## config.mk

```make
export PLATFORM = sky130hd
export DESIGN_NAME = com_tracker
export DESIGN_NICKNAME = d
export VERILOG_FILES = /design/src/rtl/com_tracker.sv
export SDC_FILE = /design/constraint.sdc
export NUM_CORES = 1
export LEC_CHECK = 0
export ABC_AREA = 1
export BUFFER_PORTS_ARGS = -buffer_cell sky130_fd_sc_hd__buf_2
export CORE_ASPECT_RATIO = 0.75
export CORE_MARGIN = 5
export CORE_UTILIZATION = 55
export CTS_CLUSTER_SIZE = 12
export DETAILED_ROUTE_END_ITERATION = 6
export GPL_TIMING_DRIVEN = 0
export MAX_ROUTING_LAYER = met4
export PLACE_DENSITY = 0.79
export SYNTH_ARGS = -nofsm -noshare
export SYNTH_HDL_FRONTEND = slang
export SYNTH_SLANG_ARGS = --single-unit
export TNS_END_PERCENT = 1
```

## constraint.sdc

```tcl
create_clock -name clk_in -period 4.8 [get_ports clk_in]
set_input_delay 0.96 -clock clk_in [delete_from_list [all_inputs] [get_ports clk_in]]
set_output_delay 0.96 -clock clk_in [all_outputs]
set_load 0.03 [all_outputs]
```

## src/rtl/com_tracker.sv

```systemverilog
// Centroid tracker: shift-based EMA filter, per-update velocity, track-loss timeout and
// optional thrust detector with cooldown (enabled by defining COM_TRACKER_THRUST_EN).
module com_tracker #(
  parameter int ALPHA_SHIFT = 2,
  parameter int LOST_FRAMES = 8,
  parameter int THRUST_DX   = 40,
  parameter int THRUST_HOLD = 4
) (
  input  logic               clk_in,
  input  logic               rst_in,
  input  logic        [10:0] x_in,
  input  logic        [9:0]  y_in,
  input  logic               valid_in,
  input  logic               frame_tick_in,
  output logic        [10:0] x_out,
  output logic        [9:0]  y_out,
  output logic signed [11:0] dx_out,
  output logic signed [10:0] dy_out,
  output logic               valid_out,
  output logic               tracking_out,
  output logic               thrust_out,
  output logic               thrust_dir_out
);

  if (ALPHA_SHIFT < 0 || ALPHA_SHIFT > 4 || LOST_FRAMES < 1 || LOST_FRAMES > 255 ||
      THRUST_DX < 1 || THRUST_DX > 1023 || THRUST_HOLD < 0 || THRUST_HOLD > 15) begin : g_bad_cfg
    $error("com_tracker: parameter out of legal range");
  end

  localparam logic [7:0] LOST_LAST = 8'(LOST_FRAMES - 1);

  typedef enum logic {IDLE, TRACK} state_t;

  state_t            state, state_nxt;
  logic        [7:0] miss_cnt, miss_nxt;
  logic              drop;

  logic        [10:0] x_p1;
  logic        [9:0]  y_p1;
  logic signed [11:0] dx_p1;
  logic signed [10:0] dy_p1;
  logic               vld_p1;

  logic signed [11:0] diff_x, step_x, sum_x;
  logic signed [10:0] diff_y, step_y, sum_y;

  // Arithmetic shift rounds toward -inf, so the filter never overshoots the input.
  function automatic logic signed [11:0] ema_step(input logic signed [11:0] diff);
    return diff >>> ALPHA_SHIFT;
  endfunction

  function automatic logic signed [10:0] ema_step_y(input logic signed [10:0] diff);
    return diff >>> ALPHA_SHIFT;
  endfunction

  always_comb begin
    diff_x = $signed({1'b0, x_in}) - $signed({1'b0, x_p1});
    diff_y = $signed({1'b0, y_in}) - $signed({1'b0, y_p1});
    step_x = ema_step(diff_x);
    step_y = ema_step_y(diff_y);
    sum_x  = $signed({1'b0, x_p1}) + step_x;
    sum_y  = $signed({1'b0, y_p1}) + step_y;
  end

  always_ff @(posedge clk_in or posedge rst_in) begin
    if (rst_in) begin
      state    <= IDLE;
      miss_cnt <= '0;
    end else begin
      state    <= state_nxt;
      miss_cnt <= miss_nxt;
    end
  end

  always_comb begin
    state_nxt = state;
    miss_nxt  = miss_cnt;
    drop      = 1'b0;
    case (state)
      IDLE: begin
        if (valid_in) begin
          state_nxt = TRACK;
          miss_nxt  = '0;
        end
      end
      TRACK: begin
        if (valid_in) begin
          miss_nxt = '0;
        end else if (frame_tick_in) begin
          if (miss_cnt == LOST_LAST) begin
            state_nxt = IDLE;
            miss_nxt  = '0;
            drop      = 1'b1;
          end else begin
            miss_nxt = miss_cnt + 8'd1;
          end
        end
      end
      default: state_nxt = IDLE;
    endcase
  end

  // Stage p1: registered filter state doubles as the position outputs.
  always_ff @(posedge clk_in or posedge rst_in) begin
    if (rst_in) begin
      x_p1   <= '0;
      y_p1   <= '0;
      dx_p1  <= '0;
      dy_p1  <= '0;
      vld_p1 <= 1'b0;
    end else begin
      vld_p1 <= valid_in;
      if (valid_in) begin
        if (state == IDLE) begin
          x_p1  <= x_in;
          y_p1  <= y_in;
          dx_p1 <= '0;
          dy_p1 <= '0;
        end else begin
          x_p1  <= sum_x[10:0];
          y_p1  <= sum_y[9:0];
          dx_p1 <= step_x;
          dy_p1 <= step_y;
        end
      end
    end
  end

`ifdef COM_TRACKER_THRUST_EN
  localparam logic [11:0] DX_MIN = 12'(THRUST_DX);
  localparam logic [3:0]  HOLD   = 4'(THRUST_HOLD);

  logic [3:0]  cool_cnt, cool_nxt;
  logic [11:0] abs_x;
  logic        upd, fire;
  logic        thrust_p1, dir_p1;

  always_comb begin
    abs_x    = step_x[11] ? 12'(-step_x) : 12'(step_x);
    upd      = (state == TRACK) && valid_in;
    fire     = upd && (cool_cnt == 4'd0) && (abs_x >= DX_MIN);
    cool_nxt = cool_cnt;
    if ((state == IDLE && valid_in) || drop) begin
      cool_nxt = '0;
    end else if (upd) begin
      if (cool_cnt != 4'd0) cool_nxt = cool_cnt - 4'd1;
      else if (fire)        cool_nxt = HOLD;
    end
  end

  always_ff @(posedge clk_in or posedge rst_in) begin
    if (rst_in) begin
      cool_cnt  <= '0;
      thrust_p1 <= 1'b0;
      dir_p1    <= 1'b0;
    end else begin
      cool_cnt  <= cool_nxt;
      thrust_p1 <= fire;
      dir_p1    <= fire & step_x[11];
    end
  end

  assign thrust_out     = thrust_p1;
  assign thrust_dir_out = dir_p1;
`else
  assign thrust_out     = 1'b0;
  assign thrust_dir_out = 1'b0;
`endif

  assign x_out        = x_p1;
  assign y_out        = y_p1;
  assign dx_out       = dx_p1;
  assign dy_out       = dy_p1;
  assign valid_out    = vld_p1;
  assign tracking_out = (state == TRACK);

endmodule

```

* After elaboration in Yosys (flattened, before gate mapping)
Cells that the tools add are included.
** Word-level totals
- Flip-flop bits (word level) :: 54
- Input port bits :: 25
- Output and inout port bits :: 48
- Word-level logic and storage cells :: 31
** Operators by class
- Add/sub/neg operators :: 5
- Equal/unequal tests :: 3
- Multiplexer cells :: 14
- Bitwise operators :: 1
- Reduce and logical (&&, ||, !) cells :: 1
** Operator list (number)
- $mux 8 :: 4
- $mux 11 :: 2
- $pmux 8 s2 :: 1
- $mux 12 :: 1
- $sub 11x11->12 :: 1
- $add 11x10->11 :: 1
- $sub 10x10->11 :: 1
- $add 10x9->10 :: 1
- $mux 10 :: 1
- $add 8x1->8 const B :: 1
- $eq 8x3->1 const B :: 1
- $mux 1 :: 4
- $ne 3x3->1 const B :: 1
- $ne 2x2->1 const B :: 1
- $pmux 1 s2 :: 1
- $reduce_and 2->1 :: 1
- $not 1->1 :: 1

* Longest topological paths before layout
- Depth in word-level cells :: 5
- Depth in mapped cells :: 24

* Worst setup path after synthesis
OpenSTA, ideal clock, no wires.
- Path type :: input -> register
- From :: in y_in[1]
- To :: reg y_p1[6], in the netlist y_out[6]
- Library setup time :: 0.083 ns
- Data arrival time :: 3.036 ns
- Data required time :: 4.717 ns
- Path slack :: 1.681 ns
- Stages on the path :: 17
- Cells stage by stage :: ha_1 nand2_1 nand2_2 or2_2 nand2_1 inv_1 ha_1 fa_1 nand3_1 nand3_1 nand2_1 nand2_1 a21oi_1 nand2_1 nand2_1 nor2_1 o21ai_0
** Between the ends
- Cells in the longest elaborated chain, start to end :: 3
** Ends and longest elaborated chain
- start, declared :: line 12 : input logic [9:0] y_in,
- $sub 10x10->11 :: line 58 : diff_y = $signed({1'b0, y_in}) - $signed({1'b0, y_p1});
- $add 10x9->10 :: line 62 : sum_y = $signed({1'b0, y_p1}) + step_y;
- $mux 10 :: line 114 : if (state == IDLE) begin
- end signal, assigned :: line 116 : y_p1 <= y_in;
- end signal, assigned :: line 121 : y_p1 <= sum_y[9:0];
- end, declared :: line 39 : logic [9:0] y_p1;
Every way passes these cells.
A chain may end at the register's enable or synchronous reset.

* Final worst setup path
- From :: in x_in[2]
- To :: reg x_p1[10], in the netlist x_out[10]
** Between the ends
- Cells in the longest elaborated chain, start to end :: 3
** Ends and longest elaborated chain
- start, declared :: line 11 : input logic [10:0] x_in,
- $sub 11x11->12 :: line 57 : diff_x = $signed({1'b0, x_in}) - $signed({1'b0, x_p1});
- $add 11x10->11 :: line 61 : sum_x = $signed({1'b0, x_p1}) + step_x;
- $mux 11 :: line 114
- end signal, assigned :: line 115 : x_p1 <= x_in;
- end signal, assigned :: line 120 : x_p1 <= sum_x[10:0];
- end, declared :: line 38 : logic [10:0] x_p1;
Every way passes these cells.

==> metrics.cfg <==
[outcome]
status=finished, final reports clean

[drt]
avgViaCountPerCell=5.594
avgRoutedWirePerCell_um=15.69
drt_iter0_drc=449
firstDrtPassIters=5
vias=4419
drc_errors=0
ant_nets=0
routed_wl_mm=12.40

[finish]
final_util_pct=64.98
nets=755
drive_above_1_share_pct=15.67
multi_input_area_um2=2532
seq_area_um2=1251
diodes=0
fin_cells=790
fill_cells=712
syn_to_final_growth_pct=14.04

[timing]
fin_crit_ns=3.355
layout_setup_ws_ns=1.445
worstMarginPinSlew_ns=0.7235
max_freq_mhz=298.0
tns_ns=0
slew_violations=0
slew_headroom_pct=51.76
finClkSkew_ns=0.008572
layout_worst_path_cycle_share_pct=69.90
finalHoldViolCount=0
setup_viol=0
grt_setup_unrepaired=no

[synth]
synth_top_area_share_pct=29.68
synth_area_leaders=dfrtp_1, nand2_1, ha_1
yosys_warnings=0
seq_area_frac_synth_pct=29.68
syn_area_per_cell_um2=6.922
ys_ff_latch=50
syn_area_um2=4215
synth_cell_types=36
synthesis.instances=609
synth_top_area_cell=dfrtp_1

[clock_tree]
postCtsHoldBufs=0
cts_setup_buffers=0
cts_inserted_buffers=5
cts.clk_slew.worst_paths_ns=0.10
h-tree-depth=2
cts_tree=yes
clkSinkCount=50
clock_insertion_delay_worst_skew_ns=0.31
cts_buffer_depth=2
cts_root_buffer=clkbuf_8
post_cts_resize_count=0

[worst_setup_path]
crit_arrival_ns=3.57
crit_type=in2reg
start_kind=input port
cp.required_ns=5.02
r2r_slack_ns=1.73
worstPathMaxFanout=5
reg2regPathDepth=18
end_kind=flip-flop
r2r-start=x_out[2]
reg2reg_to=x_out[10]

[floorplan]
fp-row-count=27
coreArea_um2=7398
ioPinCount=73
die_w_um=111.1
initial_core_util_pct=56.98
die-area_um2=9533
die_height_um=85.82

[worst_hold_path]
worstHoldEndpoint=dx_out[4]
min_delay_path_depth=2
min_from=dx_out[4]
hp-class=reg2reg

[global_routing]
antenna_found_initial=0
grt-ovfl-total=0
grt_pass1_vias=4198
grt_max_degree=29
grt_pass1_wl_mm=20.19
track_usage_pct=27.06

[placement]
detailedPlace.worstSlack_ns=1.286
dp_hpwl_mm=9.544
numPlacedInstances=782
io_buffers=70
gp_congestion=1.001

[run]
maxCapViolations=0

[cell families after synthesis]
logic type,count (synthesis),share of synthesized area (%)
buffers and inverters,101,10.33
AND/OR/NAND/NOR,294,30.13
AO/OA/AOI/OAI,112,15.08
flip-flops,50,29.68
adder cells (fa/ha/maj),42,12.82
other,1,0.08896
XOR/XNOR,9,1.870
[critical path, cell delays in order]
cell and delay (ns):
buf_2 0.11, ha_1 0.36, a21oi_1 0.19, nand2_2 0.12, nand2_1 0.08, nand3_1 0.10, nand2_1 0.11, nand4_1 0.10
and2_1 0.18, ha_1 0.33, inv_1 0.10, o21bai_1 0.27, a21oi_1 0.11, nand3_1 0.14, nand3b_1 0.13, nand3_1 0.07
nand2_1 0.06, nand2_1 0.05
[cells in the final DEF, fill, tap and decap left out, types with 11 or more instances in the layout]
master	n
ha_1	40
a21oi_1	43
nand3_1	50
inv_1	81
dfrtp_1	50
nand2_1	169
nor2_1	34
nand4_1	11
o21ai_0	37
buf_2	73
[Yosys cell counts (all sizes together)]
| library cell | instances |
|---|---|
| a31oi | 1 |
| ha | 40 |
| o21a | 2 |
| xor2 | 9 |
| a21o | 3 |
| o211ai | 2 |
| nand3b | 2 |
| fa | 2 |
| nor2 | 35 |
| o21ai | 38 |
| o21bai | 1 |
| a211oi | 1 |
| nand4 | 11 |
| nand2 | 177 |
| inv | 82 |
| o22ai | 8 |
| o41ai | 1 |
| dfrtp | 50 |
| and2 | 7 |
| nor3 | 4 |
| nand3 | 51 |
| a21oi | 44 |
| a22oi | 6 |
| or2 | 7 |
| a22o | 5 |
| conb | 1 |
| buf | 9 |
| clkbuf | 10 |
[registers in the layout (all words and copies together), names as in the netlist]
register / cells
valid_out: 1
tracking_out: 1
miss_cnt: 8
y_out: 10
dx_out: 10
dy_out: 9
x_out: 11
[area by class of cell]
type                       instances  area share, %
inverter                          82          6.403
sequential                        50          26.03
buffer                            19          2.655
clock buffer                       7          1.796
timing repair buffer              71          7.704
clock inverter                     1         0.1041
tap                              101          2.629
multi-input combinational        459          52.68
[metrics by stage]
stage	hold slack (ns)	cell area (um2)
after floorplan	0.4862	4219
after global placement	0.4621	4696
after detailed placement	0.4602	4716
after CTS	0.4918	4807
after global routing	0.5175	4807
final	0.4900	4807
[layer usage]
layer / share of wire, % / vias to the layer above / track usage [%]
met1: 44 / 2046 / 35.11
met3: 8.0 / 22 / 3.738
met2: 46 / 198 / 44.82
met5: 0 / - / -
li1: - / 2153 / -
met4: 1.8 / 0 / 7.624
[worst max-delay path by stage]
stage	start	to	slack, ns	cells after the start
after floorplan	y_in[1]	y_out[6]	1.68	17
after global placement	x_in[2]	x_out[7]	1.33	17
after detailed placement	x_in[2]	x_out[10]	1.29	18
after CTS	x_in[2]	x_out[10]	1.52	18
after global routing	x_in[2]	x_out[10]	1.28	18
final	x_in[2]	x_out[10]	1.44	18
Power is not shown: default switching activity piles up to over one toggle a cycle in this logic, so the estimate is an artifact.
